File: src/rtl/crc_stream_if.sv
// Beat/result handshake bundle for the streaming CRC engine.
// master = beat source and result consumer, slave = engine.
interface crc_stream_if #(
    parameter int DATA_BYTES = 8,
    parameter int CRC_WIDTH  = 32
);
    logic                    in_valid;
    logic                    in_ready;
    logic [DATA_BYTES*8-1:0] in_data;
    logic [DATA_BYTES-1:0]   in_keep;
    logic                    in_first;
    logic                    in_last;
    logic                    out_valid;
    logic                    out_ready;
    logic [CRC_WIDTH-1:0]    out_crc;
    logic                    busy;

    modport master (
        output in_valid, in_data, in_keep, in_first, in_last, out_ready,
        input  in_ready, out_valid, out_crc, busy
    );

    modport slave (
        input  in_valid, in_data, in_keep, in_first, in_last, out_ready,
        output in_ready, out_valid, out_crc, busy
    );
endinterface

File: src/rtl/crc_stream_engine.sv
// Streaming CRC engine: per-frame latched config, keep-masked beats,
// BYTES_PER_CYCLE bytes folded per clock, MSB byte of each beat first.
module crc_stream_engine #(
    parameter int DATA_BYTES      = 8,
    parameter int CRC_WIDTH       = 32,
    parameter int BYTES_PER_CYCLE = 1
) (
    input  logic                 clk,
    input  logic                 n_rst,
    input  logic [CRC_WIDTH-1:0] cfg_poly,
    input  logic [CRC_WIDTH-1:0] cfg_init,
    input  logic [CRC_WIDTH-1:0] cfg_xorout,
    input  logic                 cfg_refin,
    input  logic                 cfg_refout,
    crc_stream_if.slave          s
);
    localparam int STEPS = DATA_BYTES / BYTES_PER_CYCLE;
    localparam int CW    = $clog2(STEPS + 1);
    localparam logic [CW-1:0] LAST_STEP = CW'(STEPS - 1);
    localparam logic [CW-1:0] FIN_STEP  = CW'(STEPS);

    typedef enum logic [1:0] {IDLE, PROC, DONE} state_t;

    state_t                  state_q, state_d;
    logic [DATA_BYTES*8-1:0] data_q;
    logic [DATA_BYTES-1:0]   keep_q;
    logic                    last_q;
    logic [CW-1:0]           cnt_q;
    logic [CRC_WIDTH-1:0]    crc_q, crc_nxt, crc_fin;
    logic [CRC_WIDTH-1:0]    poly_q, xorout_q, out_crc_q;
    logic                    refin_q, refout_q;

    function automatic logic [7:0] rev8(input logic [7:0] b);
        logic [7:0] r;
        for (int i = 0; i < 8; i++) r[i] = b[7-i];
        return r;
    endfunction

    function automatic logic [CRC_WIDTH-1:0] revw(input logic [CRC_WIDTH-1:0] v);
        logic [CRC_WIDTH-1:0] r;
        for (int i = 0; i < CRC_WIDTH; i++) r[i] = v[CRC_WIDTH-1-i];
        return r;
    endfunction

    function automatic logic [CRC_WIDTH-1:0] crc_byte(
        input logic [CRC_WIDTH-1:0] c,
        input logic [7:0]           b,
        input logic                 rin,
        input logic [CRC_WIDTH-1:0] poly
    );
        logic [CRC_WIDTH-1:0] r;
        r = c;
        r[CRC_WIDTH-1 -: 8] = r[CRC_WIDTH-1 -: 8] ^ (rin ? rev8(b) : b);
        for (int i = 0; i < 8; i++)
            r = r[CRC_WIDTH-1] ? ((r << 1) ^ poly) : (r << 1);
        return r;
    endfunction

    // The beat is shifted left as it is consumed, so the bytes due this
    // cycle always sit at the top of data_q/keep_q.
    always_comb begin
        crc_nxt = crc_q;
        for (int k = 0; k < BYTES_PER_CYCLE; k++) begin
            if (keep_q[DATA_BYTES-1-k])
                crc_nxt = crc_byte(crc_nxt, data_q[(DATA_BYTES-1-k)*8 +: 8],
                                   refin_q, poly_q);
        end
    end

    assign crc_fin = (refout_q ? revw(crc_q) : crc_q) ^ xorout_q;

    always_ff @(posedge clk or negedge n_rst) begin
        if (!n_rst) state_q <= IDLE;
        else        state_q <= state_d;
    end

    always_comb begin
        state_d = state_q;
        unique case (state_q)
            IDLE: if (s.in_valid) state_d = PROC;
            PROC: begin
                if (cnt_q == LAST_STEP && !last_q) state_d = IDLE;
                else if (cnt_q == FIN_STEP)        state_d = DONE;
            end
            DONE: if (s.out_ready) state_d = IDLE;
            default: state_d = IDLE;
        endcase
    end

    always_comb begin
        s.in_ready  = (state_q == IDLE);
        s.out_valid = (state_q == DONE);
        s.busy      = (state_q != IDLE);
        s.out_crc   = out_crc_q;
    end

    always_ff @(posedge clk or negedge n_rst) begin
        if (!n_rst) begin
            data_q    <= '0;
            keep_q    <= '0;
            last_q    <= 1'b0;
            cnt_q     <= '0;
            crc_q     <= '0;
            poly_q    <= '0;
            xorout_q  <= '0;
            refin_q   <= 1'b0;
            refout_q  <= 1'b0;
            out_crc_q <= '0;
        end else begin
            unique case (state_q)
                IDLE: begin
                    if (s.in_valid) begin
                        data_q <= s.in_data;
                        keep_q <= s.in_keep;
                        last_q <= s.in_last;
                        cnt_q  <= '0;
                        if (s.in_first) begin
                            poly_q   <= cfg_poly;
                            xorout_q <= cfg_xorout;
                            refin_q  <= cfg_refin;
                            refout_q <= cfg_refout;
                            crc_q    <= cfg_init;
                        end
                    end
                end
                PROC: begin
                    cnt_q <= cnt_q + 1'b1;
                    if (cnt_q == FIN_STEP) begin
                        out_crc_q <= crc_fin;
                    end else begin
                        crc_q  <= crc_nxt;
                        data_q <= data_q << (8 * BYTES_PER_CYCLE);
                        keep_q <= keep_q << BYTES_PER_CYCLE;
                    end
                end
                default: ;
            endcase
        end
    end
endmodule
File: src/flat_wrapper.sv
// flat-port wrapper written by rule: the top's interface ports become plain ports
module crc_stream_engine_flat 
#(
    parameter int DATA_BYTES      = 8,
    parameter int CRC_WIDTH       = 32,
    parameter int BYTES_PER_CYCLE = 1
)
  (clk, n_rst, cfg_poly, cfg_init, cfg_xorout, cfg_refin, cfg_refout, s_in_valid, s_in_data, s_in_keep, s_in_first, s_in_last, s_out_ready, s_in_ready, s_out_valid, s_out_crc, s_busy);
  crc_stream_if #(.DATA_BYTES(DATA_BYTES), .CRC_WIDTH(CRC_WIDTH)) s_i ();
  input  logic clk;
  input  logic n_rst;
  input  logic [CRC_WIDTH-1:0] cfg_poly;
  input  logic [CRC_WIDTH-1:0] cfg_init;
  input  logic [CRC_WIDTH-1:0] cfg_xorout;
  input  logic cfg_refin;
  input  logic cfg_refout;
  input wire logic [$bits(s_i.in_valid)-1:0] s_in_valid;
  input wire logic [$bits(s_i.in_data)-1:0] s_in_data;
  input wire logic [$bits(s_i.in_keep)-1:0] s_in_keep;
  input wire logic [$bits(s_i.in_first)-1:0] s_in_first;
  input wire logic [$bits(s_i.in_last)-1:0] s_in_last;
  input wire logic [$bits(s_i.out_ready)-1:0] s_out_ready;
  output wire logic [$bits(s_i.in_ready)-1:0] s_in_ready;
  output wire logic [$bits(s_i.out_valid)-1:0] s_out_valid;
  output wire logic [$bits(s_i.out_crc)-1:0] s_out_crc;
  output wire logic [$bits(s_i.busy)-1:0] s_busy;
  assign s_i.in_valid = s_in_valid;
  assign s_i.in_data = s_in_data;
  assign s_i.in_keep = s_in_keep;
  assign s_i.in_first = s_in_first;
  assign s_i.in_last = s_in_last;
  assign s_i.out_ready = s_out_ready;
  assign s_in_ready = s_i.in_ready;
  assign s_out_valid = s_i.out_valid;
  assign s_out_crc = s_i.out_crc;
  assign s_busy = s_i.busy;
  crc_stream_engine #(.DATA_BYTES(DATA_BYTES), .CRC_WIDTH(CRC_WIDTH), .BYTES_PER_CYCLE(BYTES_PER_CYCLE)) u_core (.clk(clk), .n_rst(n_rst), .cfg_poly(cfg_poly), .cfg_init(cfg_init), .cfg_xorout(cfg_xorout), .cfg_refin(cfg_refin), .cfg_refout(cfg_refout), .s(s_i));
endmodule
File: config.mk
export PLATFORM = sky130hd
export DESIGN_NAME = crc_stream_engine_flat
export DESIGN_NICKNAME = d
export VERILOG_FILES = /design/src/rtl/crc_stream_if.sv /design/src/rtl/crc_stream_engine.sv /design/src/flat_wrapper.sv
export SDC_FILE = /design/constraint.sdc
export NUM_CORES = 1
export LEC_CHECK = 0
export ABC_AREA = 1
export CAP_MARGIN = 20
export CORE_AREA = 5 5 177 179
export CTS_BUF_LIST = sky130_fd_sc_hd__clkbuf_4 sky130_fd_sc_hd__clkbuf_8 sky130_fd_sc_hd__clkbuf_16
export CTS_CLUSTER_SIZE = 8
export DETAILED_ROUTE_END_ITERATION = 10
export DIE_AREA = 0 0 182 184
export PLACE_DENSITY = 0.81
export SYNTH_ARGS = -nofsm -noshare
export SYNTH_HDL_FRONTEND = slang
export SYNTH_SLANG_ARGS = --single-unit
File: constraint.sdc
create_clock -name clk -period 3 [get_ports clk]
set_input_delay 0.6 -clock clk [delete_from_list [all_inputs] [get_ports clk]]
set_output_delay 0.6 -clock clk [all_outputs]
set_load 0.05 [all_outputs]
==> qor.txt, run 1 <==
Layout cell share with drive strength beyond 1 -> 15.6%
Prevailing post-synth register cell -> dfrtp_1
Largest net degree at the start of global routing -> 192
Final setup vio count -> 32
DRT iter0 DRCs -> 1,269
Yosys warns -> 0
Num CTS Buffers -> 30
Worst min-delay path category -> in -> async
Cell row count -> 63
Max clock buf depth -> 3
Mapped Cells -> 2,179
R2r worst-path depth -> 25
Grt ovf -> 0
Hold Fails Final Rpt -> 0
DP HPWL -> 31,700 um
Initial core utilization -> 50.7%
Die height -> 184 um
Worst-Margin Slew -> 0.963 ns
CP Capture Type -> register
Fin crit share -> 112%
Sequential share of the synthesized area -> 35.1%
Area growth syn-to-layout -> 31.0%
Worst-path clk slew -> 0.05 ns
Nets -> 2,575
Critical Path Start Type -> register
Die W -> 182 um
Wirelength per Cell -> 16.5 um
Fin. max-slew vios -> 0
H-Tree Depth -> 1
Synth area leaders -> dfrtp_1, nand2_1, nand3_1
Diode count -> 0
EDFF count, synth -> 0
GP Congestion -> 0.915
First-pass GRT wire length -> 73,200 um
Yosys cell types -> 34
Required time of the critical path -> 3.50 ns
Latest clock arrival within the worst-skew pair -> 0.57 ns
Pre-CTS setup slack -> -0.291 ns
Router iterations before antenna repair -> 9
Mean Syn Cell Area -> 6.84 um^2
Die area -> 33,500 um^2
Initial antenna violation count -> 2
Vias per cell -> 5.47
Fmax -> 298 MHz
Syn_nets -> 2,357
Vias in the first global route -> 14,800
Via count -> 15,300
Final WL -> 46,100 um
Worst setup margin -> -0.360 ns
DRC viols -> 0
Yosys top cell by area -> dfrtp_1
Total track usage -> 26.3%
Max cap viols -> 0
Ports -> 211
Synthesized flop and latch total -> 209
Clock Sinks -> 209
Status -> finished with violations
Antenna viol nets, final -> 0
Port Buf Inserts -> 210
Root Buffer -> clkbuf_16
Slew HR -> 35.8%
TritonCTS clock tree -> built
Post-synth ARST share -> 100%
Violated checks -> setup timing
Yosys top cell area share -> 35.1%
Critical path class -> reg -> reg
Crit path max fanout -> 10
Mapped Area -> 14,900 um^2
Worst Clk Skew -> 0.0159 ns
CP arrival -> 3.86 ns
Final Critical Period -> 3.36 ns
Core ar. -> 29,400 um^2
RSZ-0062 raised after global routing -> yes
[final timing paths]
path / from / endpoint / slack [ns]
worst max-delay path: u_core.refin_q / u_core.crc_q[27] / -0.36
worst min-delay path: n_rst / u_core.poly_q[21] / 0.06
worst max register to register: u_core.refin_q / u_core.crc_q[27] / -0.36
worst min register to register: u_core.last_q / u_core.last_q / 0.48
max in group asynchronous: n_rst / u_core.poly_q[2] / 2.16
min in group clk: u_core.last_q / u_core.last_q / 0.48
[sequential cells by signal, indices dropped and copies added, names as in the netlist]
signal and flops:
u_core.state_q 2, u_core.xorout_q 32, u_core.refin_q 1, u_core.crc_q 32, u_core.keep_q 8, u_core.cnt_q 4
u_core.data_q 64, u_core.poly_q 32, u_core.last_q 1, u_core.refout_q 1, u_core.s.out_crc 32
[metal layers]
metal / global-route usage (%) / share of wire, %
met1: 32.6 / 38
met2: 44.7 / 48
met3: 5.30 / 8.5
met4: 11.7 / 5.2
met5: 0 / 0.056
[layout make-up]
type                    count  area, um^2
inverters                 249         940
repair buffers            325        3260
clock inverters             2        60.1
fillers                  2382        9870
flip-flops and latches    209        5230
well taps                 390         488
clock buffers              33         779
multi-input cells        1582        8780
[per-stage QoR]
step,util (%),cells,cell area [um^2],hold WS [ns],TNS (ns)
2_1_floorplan,-,2179,14900,0.304,0
3_5_place_dp,60.5,2742,17800,0.472,-8.15
3_3_place_gp,60.5,2742,17800,0.457,-5.29
4_1_cts,64.8,2788,19100,0.0718,-4.90
5_1_grt,66.4,2790,19500,0.104,-17.84
6_report,66.4,2790,19500,0.0646,-10.39
[cell families after synthesis]
kind of cell	share of synthesized area, %
buffers and inverters	10.7
multiplexers	2.57
adder cells (fa/ha/maj)	0.168
AND/OR/NAND/NOR	32.3
AO/OA/AOI/OAI	10.2
XOR/XNOR	8.93
flip-flops	35.1
[layout by cell type (no fill, tap or decap), types with 17 or more instances in the layout]
| master | n |
|---|---|
| nor2_1 | 219 |
| nand2_2 | 32 |
| dfrtp_1 | 207 |
| mux2_2 | 34 |
| xnor2_1 | 55 |
| or2_2 | 33 |
| xor2_1 | 63 |
| buf_6 | 27 |
| clkdlybuf4s50_1 | 209 |
| a31oi_1 | 33 |
| nand2_4 | 17 |
| nand3_1 | 193 |
| xor2_2 | 30 |
| inv_1 | 237 |
| nand2_1 | 574 |
| o211ai_1 | 64 |
| a21oi_1 | 50 |
| buf_4 | 72 |
| nand3_2 | 34 |
| clkbuf_16 | 30 |
| o21ai_0 | 105 |
[repair_timing]
item	in CTS	in global routing
gates resized for setup	90	90
gates cloned	5	0
hold buffers	0	0
setup buffers	6	2
hold endpoints to repair	0	0
endpoints found under the setup margin	32	32
pin swaps	33	56
[critical path, cell delays in order (launching register included)]
cell and delay (ns):
dfrtp_2 0.48, buf_6 0.16, o211ai_1 0.28, nand2_1 0.13, nand3_2 0.10, nand2_4 0.07
nand2_2 0.07, inv_1 0.04, nor2_2 0.15, nand3_4 0.14, buf_6 0.16, nand3_4 0.05
xor2_2 0.17, nand3_1 0.12, nand2_2 0.12, inv_2 0.06, nand2_4 0.09, nand3_4 0.11
nand2_4 0.12, inv_4 0.05, nor2_8 0.17, buf_12 0.16, nand3_1 0.08, nand3_1 0.11
nand2_1 0.06, nand2_1 0.05
[cell usage after synthesis, types with 10 or more instances]
cell      instances
nor2_1          224
a31oi_1          33
dfrtp_1         209
buf_1            10
xnor2_1          59
o211ai_1         64
o21ai_0         112
a21oi_1          50
clkbuf_1         85
or2_2            33
nand3_2          17
buf_2            26
nand2_1         609
inv_1           241
nand3_1         220
buf_4            11
xor2_1           93
nand2_2          12
mux2_2           34
Power of run 1 is not shown: default switching activity piles up to over one toggle a cycle in this logic, so the estimate is an artifact.
==> run 2: changes to the inputs <==
- CORE_AREA: 5 5 177 179 -> 5 5 200 202
- DIE_AREA: 0 0 182 184 -> 0 0 205 207
- GPL_TIMING_DRIVEN: not set -> 1
- PLACE_DENSITY: 0.81 -> 0.66
==> run 2 against run 1 <==
Compared with the run above:
- the flow still finishes with violations (setup timing)
- global-route usage down 5.3 points
- fmax down 1.6%
- register-to-register slack worse by 0.05 ns
- utilization down 15 points
- largest cell class unchanged
- setup slack got worse by 0.053 ns
- die area rose by 27%
- count of clock-buffer cells in the layout unchanged
- critical path depth rose by 5
- hold slack lost 0.036 ns
- sequential share of layout area hardly changed
- first-iteration DRC count fell by 19%
==> qor.txt, run 2 (synthesized netlist as in run 1, its figures left out) <==
GP Congestion -> 0.881 (-3.8%)
Worst reg2reg startpoint -> u_core.refin_q
Num CTS Buffers -> 30 (unchanged)
Die area -> 42,400 um^2 (+27%)
Worst setup margin -> -0.414 ns (-0.0532 ns)
DRC viols -> 0 (unchanged)
CP max stage cell -> dfrtp_2
Worst path buffer plus inverter count -> 7 (+1)
Worst min-delay path category -> in -> async
Final Critical Period -> 3.41 ns (+0.0532 ns)
Core ar. -> 38,100 um^2 (+30%)
Fmax -> 293 MHz (-1.6%)
Nets -> 2,585 (+0.39%)
Antenna viol nets, final -> 0 (unchanged)
Latest clock arrival within the worst-skew pair -> 0.57 ns (about the same)
Worst Clk Skew -> 0.0205 ns (+0.00460 ns)
Wirelength per Cell -> 15.8 um (-4.6%)
Hold Fails Final Rpt -> 0 (unchanged)
Initial antenna violation count -> 5 (+3)
Pre-CTS setup slack -> -0.387 ns (-0.0962 ns)
Commonest non-fill, non-tap cell in the layout -> nand2_1
Setup TNS -> -12.36 ns (-1.97 ns)
Critical path class -> reg -> reg
Crit-path max cell delay -> 0.48 ns (about the same)
Worst-path clk slew -> 0.05 ns (about the same)
Max cap viols -> 0 (unchanged)
Largest net degree at the start of global routing -> 191 (-0.52%)
Largest register FFs -> 64 (unchanged)
DP HPWL -> 32,600 um (+3.1%)
Vias in the first global route -> 14,500 (-2.3%)
DRT iter0 DRCs -> 1,029 (-19%)
R2R Path End -> u_core.crc_q[1]
Die height -> 207 um (+13%)
Ports -> 211 (unchanged)
TritonCTS clock tree -> built
Vias per cell -> 5.01 (-8.5%)
Reg2reg setup slack -> -0.41 ns (-0.05 ns)
CP Launch Point -> u_core.refin_q
Via count -> 14,700 (-3.9%)
Grt ovf -> 0 (unchanged)
Max clock buf depth -> 3 (unchanged)
First-pass GRT wire length -> 73,900 um (+0.86%)
Status -> finished with violations
Total track usage -> 21.0% (-5.3 points)
Crit path max fanout -> 8 (-2)
Layout cell share with drive strength beyond 1 -> 14.6% (-0.94 points)
Final setup vio count -> 32 (unchanged)
Clock Sinks -> 209 (unchanged)
Largest delay share family, worst path -> simple AND/OR/NAND/NOR gates
Critical Path Start Type -> register
Worst-Margin Slew -> 0.833 ns (-0.130 ns)
Die W -> 205 um (+13%)
Initial core utilization -> 39.1% (-12 points)
Port Buf Inserts -> 210 (unchanged)
Cell row count -> 72 (+14%)
Util after Layout -> 51.4% (-15 points)
Layout fillers -> 3,690 (+55%)
Required time of the critical path -> 3.45 ns (-0.05 ns)
Fin crit share -> 114% (+1.8 points)
H-Tree Depth -> 1 (unchanged)
CP Capture Type -> register
Most frequent cells in the layout -> nand2_1, inv_1, nor2_1
Post-route cell area -> 19,600 um^2 (+0.19%)
Root Buffer -> clkbuf_16
Stages on worst setup path -> 30 (+20%)
Violated checks -> setup timing
Worst setup path endpoint -> u_core.crc_q[1]
Router iterations before antenna repair -> 6 (-3)
Fin. max-slew vios -> 0 (unchanged)
Area growth syn-to-layout -> 31.3%
R2r worst-path depth -> 30 (+20%)
Slew HR -> 44.4% (+8.7 points)
CP arrival -> 3.86 ns (about the same)
RSZ-0062 raised after global routing -> yes
Dpl cell area -> 18,000 um^2 (+1.3%)
Most flop-heavy register -> u_core.data_q
Hold buffers post-CTS -> 0 (unchanged)
Final WL -> 46,200 um (+0.17%)
[run 2: changes by cell type in the layout (fill, tap and decap cells not counted), moves of 9 or more]
| cell | before | now |
|---|---|---|
| buf_4 | 72 | 88 |
| buf_6 | 27 | 15 |
| nand2_1 | 574 | 589 |
| nand2_2 | 32 | 16 |
| nand3_2 | 34 | 43 |
| xor2_1 | 63 | 86 |
| xor2_2 | 30 | 7 |
[run 2: layer usage]
layer | wire [um] | share of wire (%) | global-route usage, %
met5 | 62 | 0.13 | 0
met3 | 3190 | 6.9 | 4.88
met2 | 22700 | 49 | 36.5
met1 | 18700 | 41 | 25.7
met4 | 1560 | 3.4 | 6.54
[run 2: stage by stage]
| stage | hold slack, ns | cells |
|---|---|---|
| after floorplan | 0.304 | 2179 |
| after global placement | 0.460 | 2870 |
| after detailed placement | 0.485 | 2870 |
| after CTS | 0.0346 | 2919 |
| after global routing | 0.0615 | 2928 |
| final | 0.0287 | 2929 |
[run 2: cell type report]
class,instances,area [um^2],share of cell area [%]
sequential,209,5240,26.7
clock inverter,2,23.8,0.121
clock buffer,33,773,3.95
timing repair buffer,336,3390,17.3
antenna,1,2.50,0.0128
tap,518,648,3.31
multi-input combinational,1581,8550,43.7
inverter,249,945,4.83
[run 2: worst min path at each step]
stage                     slack, ns  cells after the start          start                 to
after floorplan                0.30                      0          n_rst    u_core.cnt_q[0]
after global placement         0.46                      2  u_core.last_q      u_core.last_q
after detailed placement       0.49                      2  u_core.last_q      u_core.last_q
after CTS                      0.03                      1          n_rst  u_core.poly_q[23]
after global routing           0.06                      1          n_rst   u_core.crc_q[14]
final                          0.03                      1          n_rst   u_core.crc_q[14]
[run 2: repair_timing]
item | in CTS | in global routing
setup endpoints to repair | 32 | 32
setup buffers | 12 | 8
hold endpoints to repair | 0 | 0
cloned | 2 | 1
gates resized for setup | 59 | 70
pin swaps | 10 | 56
[run 2: worst reg2reg max path: cells and delay by family (launching register included)]
| kind | cells | cell delay (ns) |
|---|---|---|
| AND/OR/NAND/NOR | 22 | 2.00 |
| buffers and inverters | 7 | 0.75 |
| flip-flops | 1 | 0.48 |
| AO/OA/AOI/OAI | 1 | 0.06 |
Power of run 2 is left out for the same reason.
